$ cat config.mk
export PLATFORM = sky130hd
export DESIGN_NAME = regfile_sb
export DESIGN_NICKNAME = d
export VERILOG_FILES = /design/src/rtl/rf_pkg.sv /design/src/rtl/rf_scoreboard.sv /design/src/rtl/regfile_sb.sv
export SDC_FILE = /design/constraint.sdc
export NUM_CORES = 2
export LEC_CHECK = 0
export BUFFER_PORTS_ARGS = -buffer_cell sky130_fd_sc_hd__buf_2
export CELL_PAD_IN_SITES_DETAIL_PLACEMENT = 2
export CELL_PAD_IN_SITES_GLOBAL_PLACEMENT = 2
export CORE_MARGIN = 3
export CORE_UTILIZATION = 43
export DETAILED_ROUTE_END_ITERATION = 16
export PLACE_DENSITY = 0.88
export SYNTH_ARGS = -nofsm -noshare
export SYNTH_HDL_FRONTEND = slang
export SYNTH_SLANG_ARGS = --single-unit
$ cat constraint.sdc
create_clock -name clk -period 49.4 [get_ports clk]
set_input_delay 7.41 -clock clk [delete_from_list [all_inputs] [get_ports clk]]
set_output_delay 7.41 -clock clk [all_outputs]
set_load 0.02 [all_outputs]
$ cat src/rtl/rf_pkg.sv
// Shared defaults and helpers for the regfile_sb register file slice.
package rf_pkg;

   localparam int RF_ADDR_W    = 5;
   localparam int RF_DATA_W    = 32;
   localparam int RF_NUM_READ  = 2;
   localparam int RF_MAX_DEPTH = 256;

   // Callers zero-extend their busy vector to RF_MAX_DEPTH bits (ADDR_WIDTH up to 8).
   function automatic int unsigned popcount(input logic [RF_MAX_DEPTH-1:0] vec);
      int unsigned cnt;
      cnt = 0;
      for (int i = 0; i < RF_MAX_DEPTH; i++) begin
         if (vec[i]) cnt++;
      end
      return cnt;
   endfunction

endpackage

$ cat src/rtl/rf_scoreboard.sv
// Busy scoreboard: issue sets a bit, writeback clears it, issue wins a same-cycle tie.
module rf_scoreboard
   import rf_pkg::*;
#(
   parameter int ADDR_WIDTH = RF_ADDR_W,
   parameter bit ZERO_REG   = 1'b1
)(
   input  logic                       clk,
   input  logic                       rst,
   input  logic                       i_issValid,
   input  logic [ADDR_WIDTH-1:0]      i_issRd,
   input  logic                       i_w0En,
   input  logic [ADDR_WIDTH-1:0]      i_w0Addr,
   input  logic                       i_w1En,
   input  logic [ADDR_WIDTH-1:0]      i_w1Addr,
   output logic [2**ADDR_WIDTH-1:0]   o_busy,
   output logic [ADDR_WIDTH:0]        o_pendCnt
);

   localparam int DEPTH = 2**ADDR_WIDTH;
   localparam int CNT_W = ADDR_WIDTH + 1;

   logic [DEPTH-1:0] r_busy;
   logic [DEPTH-1:0] w_set;
   logic [DEPTH-1:0] w_clr;

   always_comb begin
      w_set = '0;
      w_clr = '0;
      if (i_issValid) w_set[i_issRd] = 1'b1;
      if (i_w0En)     w_clr[i_w0Addr] = 1'b1;
      if (i_w1En)     w_clr[i_w1Addr] = 1'b1;
      if (ZERO_REG)   w_set[0] = 1'b0;
   end

   always_ff @(posedge clk or posedge rst) begin
      if (rst) begin
         r_busy <= '0;
      end else begin
         r_busy <= w_set | (r_busy & ~w_clr);
      end
   end

   // Derived straight from the busy bits so it tracks them exactly, including on async reset.
   assign o_busy    = r_busy;
   assign o_pendCnt = CNT_W'(popcount(RF_MAX_DEPTH'(r_busy)));

endmodule

$ cat src/rtl/regfile_sb.sv
// Register file with N read ports, two prioritised write ports and a busy scoreboard.
// Define RF_BYPASS_EN to forward same-cycle writeback data to the read ports.
module regfile_sb
   import rf_pkg::*;
#(
   parameter int ADDR_WIDTH = RF_ADDR_W,
   parameter int DATA_WIDTH = RF_DATA_W,
   parameter int NUM_READ   = RF_NUM_READ,
   parameter bit ZERO_REG   = 1'b1
)(
   input  logic                           clk,
   input  logic                           rst,
   input  logic [NUM_READ*ADDR_WIDTH-1:0] raddr,
   output logic [NUM_READ*DATA_WIDTH-1:0] rdata,
   output logic [NUM_READ-1:0]            rbusy,
   input  logic                           iss_valid,
   input  logic [ADDR_WIDTH-1:0]          iss_rd,
   input  logic                           w0_en,
   input  logic [ADDR_WIDTH-1:0]          w0_addr,
   input  logic [DATA_WIDTH-1:0]          w0_data,
   input  logic                           w1_en,
   input  logic [ADDR_WIDTH-1:0]          w1_addr,
   input  logic [DATA_WIDTH-1:0]          w1_data,
   output logic [ADDR_WIDTH:0]            pend_cnt,
   output logic [DATA_WIDTH-1:0]          reg0
);

   localparam int DEPTH = 2**ADDR_WIDTH;

   logic [DATA_WIDTH-1:0] r_regs [DEPTH];
   logic [DEPTH-1:0]      w_busy;

   rf_scoreboard #(
      .ADDR_WIDTH (ADDR_WIDTH),
      .ZERO_REG   (ZERO_REG)
   ) u_scoreboard (
      .clk        (clk),
      .rst        (rst),
      .i_issValid (iss_valid),
      .i_issRd    (iss_rd),
      .i_w0En     (w0_en),
      .i_w0Addr   (w0_addr),
      .i_w1En     (w1_en),
      .i_w1Addr   (w1_addr),
      .o_busy     (w_busy),
      .o_pendCnt  (pend_cnt)
   );

   // w1 (LSU) is checked first so it wins an address collision with w0.
   always_ff @(posedge clk or posedge rst) begin
      if (rst) begin
         for (int i = 0; i < DEPTH; i++) r_regs[i] <= '0;
      end else begin
         for (int i = 0; i < DEPTH; i++) begin
            if (!(ZERO_REG && i == 0)) begin
               if (w1_en && w1_addr == ADDR_WIDTH'(i)) begin
                  r_regs[i] <= w1_data;
               end else if (w0_en && w0_addr == ADDR_WIDTH'(i)) begin
                  r_regs[i] <= w0_data;
               end
            end
         end
      end
   end

   assign reg0 = r_regs[0];

   always_comb begin
      logic [ADDR_WIDTH-1:0] w_idx;
      logic                  w_zeroHit;
      w_idx     = '0;
      w_zeroHit = 1'b0;
      rdata     = '0;
      rbusy     = '0;
      for (int k = 0; k < NUM_READ; k++) begin
         w_idx     = raddr[k*ADDR_WIDTH +: ADDR_WIDTH];
         w_zeroHit = ZERO_REG && (w_idx == '0);
         if (!rst && !w_zeroHit) begin
            rdata[k*DATA_WIDTH +: DATA_WIDTH] = r_regs[w_idx];
            rbusy[k]                          = w_busy[w_idx];
`ifdef RF_BYPASS_EN
            // A same-cycle writeback overrides the array; a same-cycle issue keeps it busy.
            if ((w0_en && w0_addr == w_idx) || (w1_en && w1_addr == w_idx)) begin
               rdata[k*DATA_WIDTH +: DATA_WIDTH] =
                  (w1_en && w1_addr == w_idx) ? w1_data : w0_data;
               rbusy[k] = iss_valid && (iss_rd == w_idx);
            end
`endif
         end
      end
   end

endmodule
==> impl_metrics.env <==
export IMPL_outcome="finished with violations"
export IMPL_violations="capacitance limit, slew limit"
export IMPL_power_density_nw_per_um2=75.8
export IMPL_synth_edf_count=0
export IMPL_max_freq_ghz=0.0349
export IMPL_grt_start_max_net_pins=184
export IMPL_die_h_um=406
export IMPL_tightestPinTransition_ps=1860
export IMPL_finalSetupTns_ps=0
export IMPL_wl_met2_um=163000
export IMPL_slowest_delay_ps=670
export IMPL_port_buffers=165
export IMPL_syn_inst=6432
export IMPL_syn2layout_area_growth_pct=8.50
export IMPL_cp_end_kind="primary output"
export IMPL_worst_ep_required_time_ps=41990
export IMPL_finClkSkew_ps=0
export IMPL_grt_pass1_wl_um=518000
export IMPL_ys_ff_latch=1024
export IMPL_core_um2=159000
export IMPL_final_common_cell="mux2i_1"
export IMPL_place_gp_congestion=0.816
export IMPL_io_pins=198
export IMPL_initial_core_util_pct=43.3
export IMPL_drt_initial_drc_count=11000
export IMPL_post_cts_buffers=0
export IMPL_grt_pass1_vias=70100
export IMPL_clkLatencyLatePin_ps=850
export IMPL_nets=6198
export IMPL_slew_headroom_pct=-27.3
export IMPL_path_max_fanout=8
export IMPL_finalSetupViolations=0
export IMPL_die_w_um=406
export IMPL_synth_cell_types=91
export IMPL_wl_met1_um=126000
export IMPL_synth_avg_cell_area_um2=10.7
export IMPL_hold_slack_ps=610
export IMPL_cpMostUsedCell="ha_1"
export IMPL_wl_met3_um=57300
export IMPL_vias=66600
export IMPL_leakage_nw=31.6
export IMPL_hold_viol=0
export IMPL_antenna_found_initial=29
export IMPL_max_cap_viol_count=6
export IMPL_routedWlPerCell_um=47.3
export IMPL_clock_path_buffers=3
export IMPL_htree_num_levels=3
export IMPL_yosys_warnings=32
export IMPL_cts_sinks=1024
export IMPL_cts_root_buf="clkbuf_16"
export IMPL_cts_hold_buf=0
export IMPL_peakVddDrop_mv=0.374
export IMPL_hp_class="register to register"
export IMPL_period_needed_ps=28640
export IMPL_fin_area_um2=74500
export IMPL_synth_flop_cell="dfrtp_1"
export IMPL_grt_use_total_pct=43.2
export IMPL_placed_cell_area_um2=70400
export IMPL_nFillCells=15400
export IMPL_slew_viol_final=173
export IMPL_async_flop_share_pct=100
export IMPL_slowest_stage="a211oi_1"
export IMPL_rsz0062_at_grt="false"
export IMPL_critPathArrivalTime_ps=21230
export IMPL_dp_cells=8025
export IMPL_wl_um=391000
export IMPL_clkSlewWorstSetupHoldPaths_ps=70
export IMPL_critical_path_class="register to primary output"
export IMPL_routed_via_density=8.06
export IMPL_fin_cells=8265
export IMPL_drt_first_pass_iters=8
export IMPL_dieArea_um2=164000
export IMPL_highest_layer="met5"
export IMPL_drive_above_1_share_pct=19.6
export IMPL_period_share_pct=58.0
export IMPL_cts_tree="built"
export IMPL_final_util_pct=47.0
export IMPL_final_cell_mix="1,074 x mux2i_1, 1,024 x dfrtp_1, 831 x nor2_1, 742 x a21oi_1, 597 x mux4_2"
export IMPL_num_rows=146
export IMPL_cts_buffers=116
export IMPL_ant_nets=0
export IMPL_grt_overflow=0
export IMPL_finalPower_mw=5.64
export IMPL_dpl_worst_slack_ps=22800
export IMPL_setup_ws_ps=20760
export IMPL_drc=0
export IMPL_cts_resized=0
export IMPL_synth_cell_area_um2=68700
export IMPL_seq_area_frac_synth_pct=37.3
export IMPL_startpoint_type="register"
export IMPL_place_hpwl_um=182000
[area by class of cell]
type | instances | area, um2 | share of cell area (%)
multi-input combinational | 4640 | 40500 | 54.3
clock buffer | 182 | 3470 | 4.66
tap | 2072 | 2590 | 3.48
antenna | 31 | 77.6 | 0.104
timing repair buffer | 252 | 1580 | 2.12
inverter | 37 | 146 | 0.197
clock inverter | 27 | 513 | 0.689
sequential | 1024 | 25600 | 34.4
[sequential cells by signal, indices dropped and copies added (netlist names)]
signal / flops
r_regs: 992
u_scoreboard.o_busy: 32
[logic make-up after synthesis]
family                     share of synthesized area [%]
and+or+nand+nor                                     8.41
other                                            0.00546
muxes                                               36.4
buffers and inverters                               4.60
AOI/OAI and AO/OA                                   9.97
xor gates and xnor gates                            2.68
DFF                                                 37.3
adders and majority gates                          0.616
[report_power, final]
| group | total [mW] | switching, mW | leakage [nW] | internal, mW |
|---|---|---|---|---|
| combinational | 3.28 | 1.92 | 17.3 | 1.36 |
| sequential | 1.37 | 0.309 | 12.3 | 1.06 |
| clock | 0.987 | 0.443 | 1.95 | 0.544 |
[metal layers]
layer	vias to the layer above	GRT usage (%)
met5	-	0
met4	28	37.5
met1	33400	50.3
met2	7344	63.5
li1	22600	-
met3	3188	14.8
[critical path, delay by kind of cell (launching register included)]
family                   cells  cell delay [ps]
buffers and inverters        6              750
flip-flops                   1              530
multiplexers                 6             1300
AO/OA/AOI/OAI               26             6170
adder cells (fa/ha/maj)     16             5310
AND/OR/NAND/NOR             22             3310
XOR/XNOR                    14             3050
[cells in the mapped netlist (13+ instances only)]
library cell	count	share of area, %
and2_1	13	0.12
xor2_1	46	0.59
buf_1	130	0.71
clkbuf_1	592	3.2
mux2_2	69	1.1
nand2b_1	14	0.13
ha_1	33	0.60
nor3_1	16	0.12
dfrtp_1	1024	37
nand3_1	35	0.26
a22o_1	70	0.89
nor2b_1	16	0.15
mux4_2	597	20
mux2i_1	1075	16
a21oi_1	742	5.4
xnor2_1	87	1.1
o21ai_0	335	2.4
buf_4	34	0.37
nor2_1	846	4.6
inv_1	36	0.20
nand2_1	415	2.3
and3_1	14	0.13
[final timing paths]
check	start	end	slack, ps	cells past startpoint
worst max-delay path	u_scoreboard.o_busy[0]	pend_cnt[5]	20760	90
worst min-delay path	r_regs[662]	r_regs[662]	610	2
max in group asynchronous	rst	r_regs[780]	38440	6
worst max register to register	r_regs[601]	r_regs[601]	46860	2
min in group asynchronous	rst	r_regs[440]	6740	2
worst min register to register	r_regs[662]	r_regs[662]	610	2
Note: power is estimated with default switching activity, not from simulation.
